===== config.mk =====
export PLATFORM = sky130hd
export DESIGN_NAME = link_watchdog
export DESIGN_NICKNAME = d
export VERILOG_FILES = /design/src/rtl/link_watchdog_pkg.sv /design/src/rtl/link_watchdog_pulse_timer.sv /design/src/rtl/link_watchdog.sv
export SDC_FILE = /design/constraint.sdc
export NUM_CORES = 1
export LEC_CHECK = 0
export CORE_MARGIN = 2
export CORE_UTILIZATION = 55
export CTS_CLUSTER_SIZE = 25
export DETAILED_ROUTE_END_ITERATION = 6
export PLACE_DENSITY = 0.79
export SYNTH_ARGS = -nofsm -noshare
export SYNTH_HDL_FRONTEND = slang
export SYNTH_SLANG_ARGS = --single-unit

===== constraint.sdc =====
create_clock -name clk -period 2.85 [get_ports clk]
set_clock_uncertainty 0.2 [all_clocks]
set_input_delay 0.4275 -clock clk [delete_from_list [all_inputs] [get_ports clk]]
set_output_delay 0.4275 -clock clk [all_outputs]
set_load 0.05 [all_outputs]

===== src/rtl/link_watchdog_pkg.sv =====
// Shared types and default command bytes for the link watchdog.
// Also holds the reply length and the status-byte packing helper.
package link_watchdog_pkg;

  typedef enum logic {
    IDLE = 1'b0,
    SEND = 1'b1
  } reply_state_t;

  typedef enum logic {
    RUN   = 1'b0,
    PULSE = 1'b1
  } rst_state_t;

  localparam logic [7:0] DEF_PING_CMD  = 8'hAE;
  localparam logic [7:0] DEF_RST_CMD   = 8'hF0;
  localparam logic [7:0] DEF_REPLY_HDR = 8'hEA;

  localparam logic [7:0] REPLY_LEN      = 8'd3;
  localparam logic [1:0] REPLY_LAST_IDX = 2'd2;

  function automatic logic [7:0] pack_status(input logic overrun,
                                             input logic link_lost,
                                             input logic rst_seen);
    return {5'b0, overrun, link_lost, rst_seen};
  endfunction

endpackage


===== src/rtl/link_watchdog_pulse_timer.sv =====
// Loadable down-counter; busy stays high until the loaded count has drained to zero.
module pulse_timer #(
  parameter int CNT_W = 4
) (
  input  logic             clk,
  input  logic             n_rst,
  input  logic             load,
  input  logic [CNT_W-1:0] load_val,
  output logic             busy
);

  logic [CNT_W-1:0] cnt;

  always_ff @(posedge clk) begin
    if (!n_rst) begin
      cnt <= '0;
    end else if (load) begin
      cnt <= load_val;
    end else if (cnt != '0) begin
      cnt <= cnt - 1'b1;
    end
  end

  assign busy = (cnt != '0);

endmodule


===== src/rtl/link_watchdog.sv =====
// Keep-alive watchdog: answers pings with a 3-byte reply, tracks ping timeout,
// and drives a fixed-width active-low external reset pulse on request.
module link_watchdog
  import link_watchdog_pkg::*;
#(
  parameter logic [7:0] PING_CMD  = DEF_PING_CMD,
  parameter logic [7:0] RST_CMD   = DEF_RST_CMD,
  parameter logic [7:0] REPLY_HDR = DEF_REPLY_HDR,
  parameter int         RST_PULSE = 16,
  parameter int         TIMEOUT   = 1000000,
  parameter bit         AUTO_RST  = 1'b0
) (
  input  logic       clk,
  input  logic       n_rst,
  input  logic [7:0] data,
  input  logic       ena,
  output logic       have_msg,
  input  logic       rdreq,
  output logic [7:0] data_out,
  output logic [7:0] len,
  output logic       n_rst_ext,
  output logic       link_lost
);

  localparam int             WD_W   = $clog2(TIMEOUT);
  localparam logic [WD_W-1:0] WD_MAX = WD_W'(TIMEOUT - 1);
  localparam int             PT_W   = $clog2(RST_PULSE + 1);
  // The timer drains one cycle after its load value, hence the -1.
  localparam logic [PT_W-1:0] PT_LOAD = PT_W'(RST_PULSE - 1);

  reply_state_t reply_state;
  rst_state_t   rst_state;

  logic [1:0]      idx;
  logic [7:0]      seq_cnt;
  logic            overrun;
  logic            rst_seen;
  logic [7:0]      seq_lat;
  logic [7:0]      status_lat;
  logic [WD_W-1:0] wd_cnt;

  logic ping;
  logic rst_cmd;
  logic accept;
  logic ping_busy;
  logic timeout_evt;
  logic rst_trig;
  logic pulse_start;
  logic pulse_busy;

  assign ping      = ena && (data == PING_CMD);
  assign rst_cmd   = ena && (data == RST_CMD);
  assign accept    = ping && (reply_state == IDLE);
  assign ping_busy = ping && (reply_state == SEND);

  // link_lost doubles as the once-per-loss guard on the timeout event.
  assign timeout_evt = (wd_cnt == WD_MAX) && !link_lost && !ping;
  assign rst_trig    = rst_cmd || (AUTO_RST && timeout_evt);
  assign pulse_start = (rst_state == RUN) && rst_trig;

  assign len = REPLY_LEN;

  always_ff @(posedge clk) begin
    if (!n_rst) begin
      wd_cnt    <= '0;
      link_lost <= 1'b0;
    end else if (ping) begin
      wd_cnt    <= '0;
      link_lost <= 1'b0;
    end else begin
      if (wd_cnt != WD_MAX) begin
        wd_cnt <= wd_cnt + 1'b1;
      end
      if (timeout_evt) begin
        link_lost <= 1'b1;
      end
    end
  end

  pulse_timer #(
    .CNT_W (PT_W)
  ) u_pulse_timer (
    .clk      (clk),
    .n_rst    (n_rst),
    .load     (pulse_start),
    .load_val (PT_LOAD),
    .busy     (pulse_busy)
  );

  always_ff @(posedge clk) begin
    if (!n_rst) begin
      rst_state <= RUN;
      n_rst_ext <= 1'b1;
    end else begin
      case (rst_state)
        RUN: begin
          if (rst_trig) begin
            rst_state <= PULSE;
            n_rst_ext <= 1'b0;
          end
        end
        PULSE: begin
          if (!pulse_busy) begin
            rst_state <= RUN;
            n_rst_ext <= 1'b1;
          end
        end
        default: begin
          rst_state <= RUN;
          n_rst_ext <= 1'b1;
        end
      endcase
    end
  end

  always_ff @(posedge clk) begin
    if (!n_rst) begin
      reply_state <= IDLE;
      idx         <= 2'd0;
      have_msg    <= 1'b0;
      seq_cnt     <= 8'd0;
    end else begin
      case (reply_state)
        IDLE: begin
          if (accept) begin
            reply_state <= SEND;
            idx         <= 2'd0;
            have_msg    <= 1'b1;
            seq_cnt     <= seq_cnt + 8'd1;
          end
        end
        SEND: begin
          if (rdreq) begin
            if (idx == REPLY_LAST_IDX) begin
              reply_state <= IDLE;
              idx         <= 2'd0;
              have_msg    <= 1'b0;
            end else begin
              idx <= idx + 2'd1;
            end
          end
        end
        default: begin
          reply_state <= IDLE;
          idx         <= 2'd0;
          have_msg    <= 1'b0;
        end
      endcase
    end
  end

  // Sticky flags: a new event in the same cycle as a latch must survive.
  always_ff @(posedge clk) begin
    if (!n_rst) begin
      overrun  <= 1'b0;
      rst_seen <= 1'b0;
    end else begin
      if (ping_busy) begin
        overrun <= 1'b1;
      end else if (accept) begin
        overrun <= 1'b0;
      end
      if (pulse_start) begin
        rst_seen <= 1'b1;
      end else if (accept) begin
        rst_seen <= 1'b0;
      end
    end
  end

  // Reply payload is only visible in SEND, which always follows a latch.
  always_ff @(posedge clk) begin
    if (accept) begin
      seq_lat    <= seq_cnt;
      status_lat <= pack_status(overrun, link_lost, rst_seen);
    end
  end

  always_comb begin
    data_out = REPLY_HDR;
    if (reply_state == SEND) begin
      case (idx)
        2'd1:    data_out = seq_lat;
        2'd2:    data_out = status_lat;
        default: data_out = REPLY_HDR;
      endcase
    end
  end

endmodule


==> reports/metrics.cfg <==
[run_status]
outcome=completed

[timing]
fin_crit_ns=2.46
setup_viol=0
tightest_slew_ns=0.608
max_slew_margin_pct=59.3
final_hold_viol_count=0
holdWs_ns=0.245
fin_setup_tns_ns=0
min_period_over_period_pct=86.3
rsz0062_at_grt=no
fmax_mhz=407
drv_slew=0

[power]
ir_drop_uv=364
power_density_nw_per_um2=522
fin_total_pwr_mw=1.47
leakage_nw=1.07

[global_routing]
gr-total-overflow=0
grtUsageTotal_pct=18.8
grt_pass1_wl_um=7760
antenna_found_initial=0
grt-busiest-layer=met2
met1_usage_pct=24.4
use_met3_pct=4.50
grt_max_degree=20
grt_pass1_vias=1769
grt_use_met2_pct=30.9

[final_layout]
layout-drive-gt1-share_pct=6.90
nNetsFinal=308
layout_commonest_cell=dfxtp_1
final_cells=342
fillers=378
multi_input_area_sq_um=1230
mostFrequentLayoutCells=42 x dfxtp_1, 23 x a21oi_1, 22 x nor2_1, 19 x nand2_1
syn2layout_area_growth_pct=12.1
antenna_cells=0
fin_area_sq_um=2820
seqCellArea_sq_um=1170

[critical_path]
path_class=flop to primary output
critPathBufInv=2
worstSetupEndpointType=primary output
worst_setup_path_start_kind=flop
slowest_delay_ns=0.44
cp_slowest_cell=o21ai_0
critPathMaxFanout=9
crit_arrival_ns=1.83
required_ns=2.22
path_cells=inv_1, ha_1, o21ai_0, a21o_1, buf_4
crit_family=compound AO/OA/AOI/OAI gates

[clock_network]
cts_tree=done
cts-root-buf=clkbuf_8
clockBufferDepth=2
tritoncts.num_buffers=5
clk_pin_slew_ns=0.10
postCtsSetupBuffers=0
clk_latency_ns=0.31
htree_levels=2
clock-sinks=53

[detailed_routing]
via_per_inst=5.68
drc_errors=0
first_pass_iters=4
drt_iter0_markers=131
vias=1943
wl_per_cell_um=13.0
ant_nets=0
wirelength_um=4430

[synthesis]
avgSynthCellArea_sq_um=9.28
synth_fa_ha_area_share_pct=3.48
ys_async_sr_fraction_pct=0
synthSimpleGateAreaFrac_pct=23.6
synth_cell_type_count=45
netlist_area_sq_um=2520
muxShareOfSynthArea_pct=1.59
synthFlopType=dfxtp_1
yosysWarnings=0
synth_edf_count=11
synth_top_family_by_area=simple AND/OR/NAND/NOR gates
synth-xor-area-share_pct=3.48
ys_ff_latch=53
synth-compound-area-share_pct=15.4
synthCells=271
ys_seq_area_share_pct=46.5

[floorplanning]
dieHeight_um=71.6
num_rows=24
io_pins=31
core_sq_um=4380
start_util_pct=57.4
die_area_sq_um=5130
die_width_um=71.6

[place]
gp_congestion=0.780
hpwl_um=3170
dp.cells=334
numPortBuffers=22
place_area_sq_um=2720

[flow_run]
cap_violations=0

[min_path]
hold_class=flop to flop

[routing by layer]
metal | up-vias | share of wire, %
met5 | - | 0
met4 | 0 | 0.88
met3 | 4 | 3.7
met2 | 34 | 48
met1 | 896 | 47
li1 | 1009 | -
[cells in the mapped netlist, types with 6 or more instances]
master,number,area (sq um)
dfxtp_1,42,841
a21oi_1,23,115
nor2_1,22,82.6
nand2_1,19,71.3
nand3_1,16,80.1
o21ai_0,16,80.1
edfxtp_1,11,330
buf_4,9,67.6
nand4_1,8,50.1
ha_1,7,87.6
inv_1,7,26.3
or3_1,7,43.8
xor2_1,7,61.3
nor3_1,6,30.0
[worst paths after layout]
path                  start       endpoint  slack [ns]  depth (start not counted)
hold reg to reg     overrun  status_lat[2]        0.25                          0
hold / removal      overrun  status_lat[2]        0.25                          0
setup / recovery     idx[1]    data_out[6]        0.39                          5
setup reg to reg  wd_cnt[2]     wd_cnt[18]        0.94                          4
[through the flow]
step | setup slack, ns | util (%)
2_1_floorplan | 0.715 | -
3_3_place_gp | 0.418 | 62.0
3_5_place_dp | 0.374 | 62.0
4_1_cts | 0.0590 | 64.1
5_1_grt | 0.138 | 64.4
6_report | 0.392 | 64.4
[state kept, by name, indices dropped and copies added (netlist names)]
name / count
wd_cnt: 20
seq_cnt: 8
seq_lat: 8
u_pulse_timer.cnt: 5
status_lat: 3
idx: 2
have_msg: 1
link_lost: 1
n_rst_ext: 1
overrun: 1
reply_state: 1
rst_seen: 1
rst_state: 1
[layout make-up]
type,count,area share [%]
clock buffers,5,2.44
clock inverters,3,0.887
inverters,8,1.06
multi-input cells,197,43.5
flip-flops and latches,53,41.5
well taps,52,2.31
repair buffers,24,8.34
[where the power goes]
| group | leakage [nW] | switching [mW] | internal, mW |
|---|---|---|---|
| combinational | 0.564 | 0.125 | 0.100 |
| clock | 0.0447 | 0.255 | 0.178 |
| sequential | 0.464 | 0.0246 | 0.792 |
[timing repair]
action,in CTS,in global routing
resized for setup,0,4
hold buffers,0,0
endpoints found under the setup margin,0,4
[worst register-to-register path: stages, from the launching register on]
cell,delay [ns]
dfxtp_1,0.43
and4_1,0.45
nand3_1,0.21
or4_1,0.43
a21oi_1,0.14
[cell families after synthesis]
logic type	count (synthesis)
buf+inv	27
simple gates	105
fa+ha+maj	7
flops	53
other cells	2
mux	4
compound gates	63
xor+xnor	10
Power figures use the tool's default switching activity.
